==> config.mk <==
export PLATFORM = sky130hd
export DESIGN_NAME = ccu_ctrl_wr_snoop_gen
export DESIGN_NICKNAME = d
export VERILOG_FILES = /design/src/rtl/ccu_ctrl_wr_snoop_gen.sv
export SDC_FILE = /design/constraint.sdc
export NUM_CORES = 1
export LEC_CHECK = 0
export CAP_MARGIN = 0
export CORE_AREA = 10 10 249 251
export CTS_CLUSTER_SIZE = 25
export DETAILED_ROUTE_END_ITERATION = 7
export DIE_AREA = 0 0 259 261
export SLEW_MARGIN = 20
export SYNTH_ARGS = -nofsm -noshare
export SYNTH_HDL_FRONTEND = slang
export SYNTH_SLANG_ARGS = --single-unit
==> constraint.sdc <==
create_clock -name clk_i -period 4.4 [get_ports clk_i]
set_input_delay 0.66 -clock clk_i [delete_from_list [all_inputs] [get_ports clk_i]]
set_output_delay 0.66 -clock clk_i [all_outputs]
set_load 0.05 [all_outputs]
==> src/rtl/ccu_ctrl_wr_snoop_gen.sv <==
// ---------------------------------------------------------------------------
// ccu_ctrl_wr_snoop_gen
//
// Purpose: write-side controller of a cache-coherent interconnect. A write
// from a cached ACE master is first turned into a snoop (AC) towards the
// other caches. Depending on the snoop response (CR) the controller either
// writes the returned dirty line back to memory (CD -> WRAP burst), discards
// the line data (snoop reported an error), or goes straight to the original
// write. The original write is then replayed to memory, and its B response
// is returned to the master. A failed write-back is reported on that final
// B as SLVERR. Non-snooping writes can bypass the snoop phase.
// Only one transaction is in flight at a time.
//
// Ports:
//   clk_i         clock
//   rst_i         synchronous active-high reset
//   slv_req_i     ACE request from the cached master (AW/W/B ready used)
//   snoop_trs_i   decoded AC snoop opcode for the AW currently presented
//   slv_resp_o    response to the cached master (AW/W ready, B)
//   mst_req_o     AXI request to memory (AW/W, B ready)
//   mst_resp_i    AXI response from memory (AW/W ready, B)
//   snoop_req_o   AC request plus CR/CD ready towards the snoop crossbar
//   snoop_resp_i  AC ready, CR response and CD data from the snoop crossbar
//
// The package below supplies the default channel types so the block
// elaborates stand-alone; integrations pass their own struct types.
// ---------------------------------------------------------------------------
package ccu_ctrl_wr_snoop_gen_pkg;
  typedef logic [3:0] acsnoop_t;

  typedef struct packed {
    logic [3:0]  id;
    logic [31:0] addr;
    logic [7:0]  len;
    logic [2:0]  size;
    logic [1:0]  burst;
    logic        lock;
    logic [3:0]  cache;
    logic [2:0]  prot;
    logic [2:0]  snoop;
    logic [1:0]  domain;
  } aw_chan_t;

  typedef struct packed {
    logic [63:0] data;
    logic [7:0]  strb;
    logic        last;
  } w_chan_t;

  typedef struct packed {
    logic [3:0] id;
    logic [1:0] resp;
  } b_chan_t;

  typedef struct packed {
    logic [3:0]  id;
    logic [31:0] addr;
    logic [7:0]  len;
  } ar_chan_t;

  typedef struct packed {
    logic [3:0]  id;
    logic [63:0] data;
    logic [1:0]  resp;
    logic        last;
  } r_chan_t;

  typedef struct packed {
    aw_chan_t aw;
    logic     aw_valid;
    w_chan_t  w;
    logic     w_valid;
    logic     b_ready;
    ar_chan_t ar;
    logic     ar_valid;
    logic     r_ready;
    logic     rack;
    logic     wack;
  } slv_req_t;

  typedef struct packed {
    logic     aw_ready;
    logic     ar_ready;
    logic     w_ready;
    logic     b_valid;
    b_chan_t  b;
    logic     r_valid;
    r_chan_t  r;
  } slv_resp_t;

  typedef struct packed {
    aw_chan_t aw;
    logic     aw_valid;
    w_chan_t  w;
    logic     w_valid;
    logic     b_ready;
    ar_chan_t ar;
    logic     ar_valid;
    logic     r_ready;
  } mst_req_t;

  typedef struct packed {
    logic     aw_ready;
    logic     ar_ready;
    logic     w_ready;
    logic     b_valid;
    b_chan_t  b;
    logic     r_valid;
    r_chan_t  r;
  } mst_resp_t;

  typedef struct packed {
    logic [31:0] addr;
    acsnoop_t    snoop;
    logic [2:0]  prot;
  } ac_chan_t;

  typedef struct packed {
    logic [63:0] data;
    logic        last;
  } cd_chan_t;

  typedef struct packed {
    logic     ac_valid;
    ac_chan_t ac;
    logic     cr_ready;
    logic     cd_ready;
  } snoop_req_t;

  typedef struct packed {
    logic       ac_ready;
    logic       cr_valid;
    logic [4:0] cr_resp;
    logic       cd_valid;
    cd_chan_t   cd;
  } snoop_resp_t;
endpackage

module ccu_ctrl_wr_snoop_gen #(
  parameter int unsigned DataWidth      = 64,
  parameter int unsigned CachelineBeats = 4,
  parameter bit          BypassNoSnoop  = 1'b1,
  parameter type slv_req_t        = ccu_ctrl_wr_snoop_gen_pkg::slv_req_t,
  parameter type slv_resp_t       = ccu_ctrl_wr_snoop_gen_pkg::slv_resp_t,
  parameter type mst_req_t        = ccu_ctrl_wr_snoop_gen_pkg::mst_req_t,
  parameter type mst_resp_t       = ccu_ctrl_wr_snoop_gen_pkg::mst_resp_t,
  parameter type slv_aw_chan_t    = ccu_ctrl_wr_snoop_gen_pkg::aw_chan_t,
  parameter type mst_snoop_req_t  = ccu_ctrl_wr_snoop_gen_pkg::snoop_req_t,
  parameter type mst_snoop_resp_t = ccu_ctrl_wr_snoop_gen_pkg::snoop_resp_t
) (
  input  logic                                clk_i,
  input  logic                                rst_i,
  input  slv_req_t                            slv_req_i,
  input  ccu_ctrl_wr_snoop_gen_pkg::acsnoop_t snoop_trs_i,
  output slv_resp_t                           slv_resp_o,
  output mst_req_t                            mst_req_o,
  input  mst_resp_t                           mst_resp_i,
  output mst_snoop_req_t                      snoop_req_o,
  input  mst_snoop_resp_t                     snoop_resp_i
);

  localparam int unsigned CntW   = $clog2(CachelineBeats) + 1;
  localparam logic [CntW-1:0] Beats   = CntW'(CachelineBeats);
  localparam logic [CntW-1:0] LastIdx = CntW'(CachelineBeats - 1);
  localparam logic [2:0] BeatSize = 3'($clog2(DataWidth / 8));

  typedef enum logic [2:0] {
    IDLE,
    SNP_RESP,
    WB,
    WB_B,
    DRAIN,
    WR,
    WR_B
  } state_e;

  state_e                              state_q, state_d;
  slv_aw_chan_t                        holder_q, holder_d;
  ccu_ctrl_wr_snoop_gen_pkg::acsnoop_t snp_q, snp_d;
  logic [CntW-1:0]                     cnt_q, cnt_d;
  logic                                wb_err_q, wb_err_d;
  logic                                aw_valid_q, aw_valid_d;
  logic                                aw_done_q, aw_done_d;
  logic                                w_done_q, w_done_d;

  logic aw_hs;
  logic w_last_hs;
  logic bypass;

  always_comb begin
    state_d    = state_q;
    holder_d   = holder_q;
    snp_d      = snp_q;
    cnt_d      = cnt_q;
    wb_err_d   = wb_err_q;
    aw_valid_d = aw_valid_q;
    aw_done_d  = aw_done_q;
    w_done_d   = w_done_q;
    w_last_hs  = 1'b0;

    slv_resp_o  = '0;
    mst_req_o   = '0;
    snoop_req_o = '0;

    // The memory AW is owned by a register so it cannot drop before its
    // handshake, whatever the state logic does in the meantime.
    mst_req_o.aw_valid = aw_valid_q;
    mst_req_o.aw       = holder_q;
    aw_hs              = aw_valid_q & mst_resp_i.aw_ready;
    if (aw_hs) begin
      aw_valid_d = 1'b0;
      aw_done_d  = 1'b1;
    end

    snoop_req_o.ac.addr  = slv_req_i.aw.addr;
    snoop_req_o.ac.prot  = slv_req_i.aw.prot;
    snoop_req_o.ac.snoop = snoop_trs_i;

    bypass = BypassNoSnoop && (slv_req_i.aw.snoop == 3'b000);

    unique case (state_q)
      IDLE: begin
        if (bypass) begin
          slv_resp_o.aw_ready = 1'b1;
          if (slv_req_i.aw_valid) begin
            holder_d   = slv_req_i.aw;
            snp_d      = snoop_trs_i;
            aw_valid_d = 1'b1;
            aw_done_d  = 1'b0;
            w_done_d   = 1'b0;
            state_d    = WR;
          end
        end else begin
          snoop_req_o.ac_valid = slv_req_i.aw_valid;
          slv_resp_o.aw_ready  = snoop_resp_i.ac_ready;
          if (slv_req_i.aw_valid && snoop_resp_i.ac_ready) begin
            holder_d = slv_req_i.aw;
            snp_d    = snoop_trs_i;
            state_d  = SNP_RESP;
          end
        end
      end

      SNP_RESP: begin
        snoop_req_o.cr_ready = 1'b1;
        if (snoop_resp_i.cr_valid) begin
          // cr_resp[0] = DataTransfer, cr_resp[1] = Error
          cnt_d     = '0;
          aw_done_d = 1'b0;
          w_done_d  = 1'b0;
          if (snoop_resp_i.cr_resp[0] && !snoop_resp_i.cr_resp[1]) begin
            aw_valid_d = 1'b1;
            state_d    = WB;
          end else if (snoop_resp_i.cr_resp[0]) begin
            state_d = DRAIN;
          end else begin
            aw_valid_d = 1'b1;
            state_d    = WR;
          end
        end
      end

      WB: begin
        mst_req_o.aw.burst = 2'b10;
        mst_req_o.aw.len   = 8'(CachelineBeats - 1);
        mst_req_o.aw.size  = BeatSize;
        mst_req_o.w.data   = snoop_resp_i.cd.data;
        mst_req_o.w.strb   = '1;
        // CD's own last flag is not trusted; the beat count frames the burst.
        mst_req_o.w.last   = (cnt_q == LastIdx);
        if (cnt_q < Beats) begin
          mst_req_o.w_valid    = snoop_resp_i.cd_valid;
          snoop_req_o.cd_ready = mst_resp_i.w_ready;
          if (snoop_resp_i.cd_valid && mst_resp_i.w_ready) begin
            cnt_d = cnt_q + 1'b1;
          end
        end
        if ((cnt_d == Beats) && (aw_done_q || aw_hs)) begin
          aw_done_d = 1'b0;
          state_d   = WB_B;
        end
      end

      WB_B: begin
        mst_req_o.b_ready = 1'b1;
        if (mst_resp_i.b_valid) begin
          wb_err_d   = mst_resp_i.b.resp[1];
          aw_valid_d = 1'b1;
          aw_done_d  = 1'b0;
          w_done_d   = 1'b0;
          state_d    = WR;
        end
      end

      DRAIN: begin
        snoop_req_o.cd_ready = 1'b1;
        if (snoop_resp_i.cd_valid) begin
          cnt_d = cnt_q + 1'b1;
          if (cnt_q == LastIdx) begin
            aw_valid_d = 1'b1;
            aw_done_d  = 1'b0;
            w_done_d   = 1'b0;
            state_d    = WR;
          end
        end
      end

      WR: begin
        mst_req_o.w         = slv_req_i.w;
        mst_req_o.w_valid   = slv_req_i.w_valid & ~w_done_q;
        slv_resp_o.w_ready  = mst_resp_i.w_ready & ~w_done_q;
        w_last_hs = slv_req_i.w_valid & mst_resp_i.w_ready & ~w_done_q & slv_req_i.w.last;
        if (w_last_hs) begin
          w_done_d = 1'b1;
        end
        if ((aw_done_q || aw_hs) && (w_done_q || w_last_hs)) begin
          aw_done_d = 1'b0;
          w_done_d  = 1'b0;
          state_d   = WR_B;
        end
      end

      WR_B: begin
        slv_resp_o.b_valid = mst_resp_i.b_valid;
        mst_req_o.b_ready  = slv_req_i.b_ready;
        slv_resp_o.b.id    = mst_resp_i.b.id;
        // A failed write-back overrides an otherwise successful final write.
        if (wb_err_q && !mst_resp_i.b.resp[1]) begin
          slv_resp_o.b.resp = 2'b10;
        end else begin
          slv_resp_o.b.resp = mst_resp_i.b.resp;
        end
        if (mst_resp_i.b_valid && slv_req_i.b_ready) begin
          wb_err_d = 1'b0;
          state_d  = IDLE;
        end
      end

      default: state_d = IDLE;
    endcase
  end

  always_ff @(posedge clk_i) begin
    if (rst_i) begin
      state_q    <= IDLE;
      holder_q   <= '0;
      snp_q      <= '0;
      cnt_q      <= '0;
      wb_err_q   <= 1'b0;
      aw_valid_q <= 1'b0;
      aw_done_q  <= 1'b0;
      w_done_q   <= 1'b0;
    end else begin
      state_q    <= state_d;
      holder_q   <= holder_d;
      snp_q      <= snp_d;
      cnt_q      <= cnt_d;
      wb_err_q   <= wb_err_d;
      aw_valid_q <= aw_valid_d;
      aw_done_q  <= aw_done_d;
      w_done_q   <= w_done_d;
    end
  end

  // Read channels and the remaining response bits are not handled here.
  logic unused_inputs;
  assign unused_inputs = ^{slv_req_i.ar, slv_req_i.ar_valid, slv_req_i.r_ready,
                           slv_req_i.rack, slv_req_i.wack, mst_resp_i.ar_ready,
                           mst_resp_i.r_valid, mst_resp_i.r,
                           snoop_resp_i.cr_resp[4:2], snoop_resp_i.cd.last, snp_q};

endmodule
# After elaboration in Yosys (flattened, before gate mapping)
# Cells that the tools add are included.
# word_totals
wordCells,136
out_inout_bits,308
register_bits,72
inputBits,347
# classes
n_reduce_logical,22
n_eq_ne,21
order_cmp,1
n_bitwise,7
mux,68
n_addsub,1
# ops
operator,count
$mux 62,3
$pmux 74 s2,1
$mux 3,16
$mux 1,37
$pmux 3 s7,1
$ne 2x2->1 const B,10
$mux 13,1
$eq 3x3->1 const B,4
$eq 3x2->1 const B,3
$ne 3x3->1 const B,3
$pmux 3 s3,1
$reduce_and 3->1,3
$reduce_and 9->1,1
$reduce_and 8->1,1
$logic_and 1x1->1,7
$mux 7,1
$and 1x1->1,6
$logic_not 3->1,2
$pmux 1 s2,3
$pmux 1 s6,1
$pmux 1 s5,1
$reduce_bool 5->1,1
$pmux 1 s4,1
$reduce_bool 2->1,2
8 further kinds,10

# Depth between registers and ports, before layout
# Gate-level depths: netlist (run 1).
# depth
depth_word,8
depth_mapped,8
ltp_nobuf,7

# Least setup slack after synthesis (run 1)
# No wires, ideal clock.
# synth_path
path_kind,reg-to-output
startpoint,register state_q[0]
endpoint,output mst_req_o[47] in the netlist's numbering
stages_incl_launch_ff,6
slack_ps,1457
n_path_buf,1
t_arrival_ps,2283
cell_sequence,dfxtp_1 -> nand2b_1 -> nor2_1 -> clkbuf_1 -> nand2_1 -> o21ai_0
# synth_rtl
element,line_no,rtl
"start, declared",177,"state_e state_q, state_d;"
"start signal, assigned",354,state_q <= state_d;
"end, declared",156,"output mst_req_t mst_req_o,"

==> flow_summary.ini, run 1 <==
[cts]
cts_setup_buffers = 0
clk_pin_slew_ns = 0.07
root_buffer = clkbuf_16
cts_tree = built
cts_buffers = 9
htreeDepth = 3
ctsResizeCount = 0
postCtsHoldBufs = 0
cts.sinks = 72
cts_buffer_depth = 2
clock_latency_ns = 0.36

[logic_synthesis]
yosysTopAreaCell = buf_4
synth_common_cells = buf_4 (208), nand2_1 (132), a21oi_1 (73)
synth_xor_area_share_pct = 0
synth-seq-cells = 72
synth.cell_area_um2 = 5330
synthMuxAreaShare_pct = 0.211
synth_fa_ha_area_share_pct = 0.470
netlist_instances = 703
synth_edf_count = 0
ys.flop_type = dfxtp_1
yosys.area_share.simple_pct = 17.0
synth_compound_area_share_pct = 22.4
yosysUniqueCellTypes = 47
syn_area_per_cell_um2 = 7.58
synth_area_leaders = buf_4 (29%), dfxtp_1 (27%), a22o_1 (11%)
yosysSeqAreaShare_pct = 27.0
async_flop_share_pct = 0
synth.most_common_cell = buf_4
ys_warn_count = 0
synth_top_family_by_area = buffers and inverters
yosys.area.top_type_share_pct = 29.3

[sta]
setup_violations = 0
tns_ns = 0
maxClockFrequency_mhz = 272
slew_headroom_pct = 38.7
period_minus_slack_ns = 3.68
hold_slack_ns = 0.451
finalCritPeriodShare_pct = 83.7
tightest_slew_ns = 0.920
final-hold-violation-count = 0
slew_violations = 0
rsz0062_at_grt = false
skew_ns = 0.00720

[grt]
grt_overflow = 0
antenna_found_initial = 17
grt_pass1_vias = 5700
grt_pass1_wl_um = 42700
grt_usage_pct = 8.79
grt_max_degree = 76

[run_status]
status = finished clean

[setup_path]
cp_max_fo = 75
end_kind = output port
slowest_stage = clkdlybuf4s50_1
startpoint_type = register
crit_type = reg -> out
path_cells = and3b_2 -> buf_12 -> a22o_1 -> clkdlybuf4s50_1
worst-endpoint-arrival_ns = 3.02
required_ns = 3.74
max_stage_delay_ns = 0.89

[cells_and_area]
layout-drive-gt1-share_pct = 3.52
area_growth_pct = 77.1
fin_util_pct = 16.5
layout.cells.non_filler = 1759
fin_nets = 1337

[run]
max_cap_violations = 0

[detailed_routing]
drc = 0
dr.pass1.iters = 5
route.vias.total = 5618
drt_iter0_drc = 361
drt-wirelength-per-cell_um = 18.5
drt_wl_total_um = 32500
routed_via_density = 3.19
ant_nets = 0

[pwr]
ir_drop_mv = 0.158
p_per_area_nw_per_um2 = 417
power.leakage_nw = 3.45

[floorplan]
fp-row-count = 88
num_io_pins = 655
core_area_um2 = 57100
dieArea_um2 = 67600
dieHeight_um = 261
die-width_um = 259
start_util_pct = 9.33

[hold_path]
hp-class = reg -> reg

[place]
post-dp-hpwl_um = 27400
gp_congestion = 0.788
dp_cells = 1742
portBuffers = 402
-- critical path: cells and delay by family, from the launching register on --
kind | cells | cell delay [ns]
buffers and inverters | 2 | 1.18
and+or+nand+nor | 1 | 0.35
DFF | 1 | 0.85
AOI/OAI and AO/OA | 1 | 0.19
-- through the flow --
| stage | instance area (µm²) | setup slack [ns] | power, mW |
|---|---|---|---|
| floorplan | 5770 | 1.46 | 2.46 |
| global placement | 9100 | 0.991 | 3.09 |
| detailed placement | 9100 | 0.980 | 3.10 |
| CTS | 9440 | 0.667 | 4.02 |
| global route | 9440 | 0.572 | 4.15 |
| finish | 9440 | 0.719 | 3.94 |
-- cells by family (layout without fill, tap and decap cells) --
| kind of cell | Yosys count | after routing |
|---|---|---|
| other cells | 1 | 120 |
| buf+inv | 255 | 427 |
| mux | 1 | 1 |
| flops | 72 | 72 |
| compound gates | 172 | 172 |
| simple gates | 200 | 200 |
| fa+ha+maj | 2 | 2 |
-- metal layers --
| metal | up-vias | wire [µm] | track usage, % | part of all wire (%) |
|---|---|---|---|---|
| met5 | - | 56 | 0 | 0.17 |
| met4 | 10 | 548 | 2.40 | 1.7 |
| met3 | 51 | 3460 | 3.54 | 11 |
| met2 | 377 | 15700 | 15.2 | 48 |
| met1 | 2547 | 12800 | 9.79 | 39 |
| li1 | 2633 | - | - | - |
-- registers in the layout, indices dropped and copies added, names as in the netlist --
name and cells:
state_q 3, holder_q 13, mst_req_o 49, wb_err_q 1, aw_valid_q 1, aw_done_q 1
w_done_q 1, cnt_q 3
-- power breakdown --
group,switching [mW],internal (mW),total (mW)
combinational,1.50,0.730,2.23
sequential,0.0900,0.739,0.829
clock,0.348,0.530,0.878
total,1.94,2.00,3.94
-- cell type report --
type	count	area, µm²
fill	6438	47700
timing repair buffer	407	4090
multi-input combinational	494	2600
sequential	72	1440
tap	765	957
clock buffer	12	256
clock inverter	4	76.3
inverter	4	15.0
antenna	1	2.50
-- cells in the final DEF (no fill, tap or decap), types with 9 or more instances in the layout --
cell type,count
a21oi_1,73
clkdlybuf4s50_1,400
nor2_1,14
nand2_1,132
a21o_1,9
clkbuf_16,9
conb_1,119
nor2b_1,10
dfxtp_1,72
a22o_1,65
-- final timing paths --
path	startpoint	to	slack [ns]	depth (start not counted)
worst max-delay path	state_q[2]	mst_req_o[85]	0.72	4
worst min register to register	holder_q[14]	holder_q[14]	0.45	2
worst max register to register	state_q[2]	mst_req_o[172]	1.57	6
worst min-delay path	holder_q[14]	holder_q[14]	0.45	2
(Power assumes the default switching activity.)
==> run 2: changes to the inputs <==
--- a/config.mk
+++ b/config.mk
@@ -6,10 +6,10 @@
 export NUM_CORES = 1
 export LEC_CHECK = 0
 export CAP_MARGIN = 0
-export CORE_AREA = 10 10 249 251
+export CORE_AREA = 10 10 244 246
 export CTS_CLUSTER_SIZE = 25
 export DETAILED_ROUTE_END_ITERATION = 7
-export DIE_AREA = 0 0 259 261
+export DIE_AREA = 0 0 254 256
 export SLEW_MARGIN = 20
 export SYNTH_ARGS = -nofsm -noshare
 export SYNTH_HDL_FRONTEND = slang
==> constraint.sdc (replaced) <==
create_clock -name clk_i -period 3.8 [get_ports clk_i]
set_input_delay 0.57 -clock clk_i [delete_from_list [all_inputs] [get_ports clk_i]]
set_output_delay 0.57 -clock clk_i [all_outputs]
set_load 0.05 [all_outputs]
==> run 2 against run 1 <==
Largest power group unchanged; utilization grew 0.54 points; critical endpoint is now mst_req_o[101]; sequential share of layout area grew 0.19 points; worst hold slack worse by 0.00072 ns.
==> flow_summary.ini, run 2 (synthesis gave the netlist of run 1 again) <==
[detailed_routing]
drt-wirelength-per-cell_um = 19.2
drt_iter0_drc = 235
drt_wl_total_um = 33000
ant_nets = 0
drc = 0
dr.pass1.iters = 4
route.vias.total = 5654
routed_via_density = 3.30

[cells_and_area]
layout_commonest_cell = clkdlybuf4s50_1
layout-drive-gt1-share_pct = 7.88
fin_nets = 1346
layout_common_cells = clkdlybuf4s50_1 (366), nand2_1 (132), conb_1 (119), a21oi_1 (73), dfxtp_1 (72)
area_growth_pct = 75.0
largest_reg_flops = 49

[setup_path]
r2r_end = state_q[2]
r2r_start = state_q[0]
cp-startpoint = state_q[0]
worst-endpoint-arrival_ns = 2.88
cp.depth = 4
path_buf_inv = 2
cp_top_family = buffers and inverters
crit_path_end = mst_req_o[101]
rr_worst_depth = 6
cp_max_fo = 25
startpoint_type = register
max_stage_delay_ns = 0.81
slowest_stage = clkdlybuf4s50_1
path_cells = and3b_2 -> buf_4 -> a22o_1 -> clkdlybuf4s50_1
crit_type = reg -> out
end_kind = output port
rrSetupSlack_ns = 1.26
required_ns = 3.23

[pwr]
ir_drop_mv = 0.292
power.leakage_nw = 3.55
p_per_area_nw_per_um2 = 479

[cts]
clk_pin_slew_ns = 0.06
cts.sinks = 72
cts_buffer_depth = 2
postCtsHoldBufs = 0
root_buffer = clkbuf_16
clock_latency_ns = 0.39
cts_setup_buffers = 0
cts_tree = built
htreeDepth = 3
cts_buffers = 9
ctsResizeCount = 0

[sta]
period_minus_slack_ns = 3.45
hold_slack_ns = 0.450
slew_violations = 0
maxClockFrequency_mhz = 290
finalCritPeriodShare_pct = 90.8
rsz0062_at_grt = false
skew_ns = 0.0209
final-hold-violation-count = 0
tns_ns = 0
slew_headroom_pct = 39.9
setup_violations = 0
tightest_slew_ns = 0.901

[floorplan]
num_io_pins = 655
dieHeight_um = 256
dieArea_um2 = 65000
die-width_um = 254
core_area_um2 = 54700
start_util_pct = 9.75
fp-row-count = 86

[grt]
grt_pass1_wl_um = 44000
grt_pass1_vias = 5875
antenna_found_initial = 16
grt_usage_pct = 9.57
grt_overflow = 0
grt_max_degree = 75

[run_status]
status = finished clean

[place]
gp_congestion = 0.841
portBuffers = 402
post-dp-hpwl_um = 28300

[hold_path]
hp-class = reg -> reg

[run]
max_cap_violations = 0
run 2: cell count changes in the layout (fill, tap and decap cells not counted):
cell	change
clkinvlp_4	+1
diode_2	+6
clkinv_4	+1
clkbuf_8	-2
clkbuf_1	-1
clkinv_2	+2
bufinv_16	-1
buf_4	+43
clkdlybuf4s50_1	-34
run 2: worst min path at each step:
stage               slack [ns]           end          from  cells after the start
CTS                       0.46  holder_q[23]  holder_q[23]                      2
detailed placement        0.45  holder_q[23]  holder_q[23]                      2
finish                    0.45  holder_q[19]  holder_q[19]                      2
floorplan                 0.43  holder_q[14]  holder_q[14]                      2
global placement          0.44  holder_q[18]  holder_q[18]                      2
global route              0.47  holder_q[21]  holder_q[21]                      2
run 2: tightest hold or removal path, delay by kind of cell (launching register included):
family	cells	cell delay, ns
flip-flops	1	0.30
AND/OR/NAND/NOR	1	0.05
AO/OA/AOI/OAI	1	0.05
run 2: per-stage QoR:
| step | utilization [%] | power (mW) | cell area (µm²) | std cells | setup WS (ns) |
|---|---|---|---|---|---|
| 6_report | 17.1 | 4.46 | 9330 | 1713 | 0.351 |
| 4_1_cts | 17.0 | 4.57 | 9310 | 1706 | 0.291 |
| 3_5_place_dp | 16.5 | 3.60 | 9010 | 1690 | 0.648 |
| 5_1_grt | 17.1 | 4.74 | 9320 | 1712 | 0.170 |
| 2_1_floorplan | - | 2.84 | 5770 | 821 | 0.947 |
| 3_3_place_gp | 16.5 | 3.58 | 9010 | 1690 | 0.695 |
run 2: cell type report:
type	instances	area (µm²)
diodes	7	17.5
clock buffers	9	225
clock inverters	7	72.6
fillers	6168	45300
inverters	4	15.0
multi-input cells	494	2600
flip-flops and latches	72	1440
well taps	704	881
repair buffers	416	4080
run 2: report_power, final:
part | leakage [nW] | total [mW] | switching (mW) | internal (mW)
registers | 0.587 | 0.924 | 0.0680 | 0.856
clock network | 0.141 | 0.914 | 0.406 | 0.508
logic | 2.82 | 2.62 | 1.77 | 0.850
total | 3.55 | 4.46 | 2.25 | 2.21
run 2: per-layer routing:
layer  part of all wire [%]  vias to the layer above  track usage (%)
li1                       -                     2648                -
met1                     37                     2597             9.83
met2                     48                      348             15.9
met3                     11                       51             4.29
met4                    3.2                       10             5.47
met5                   0.20                        -                0
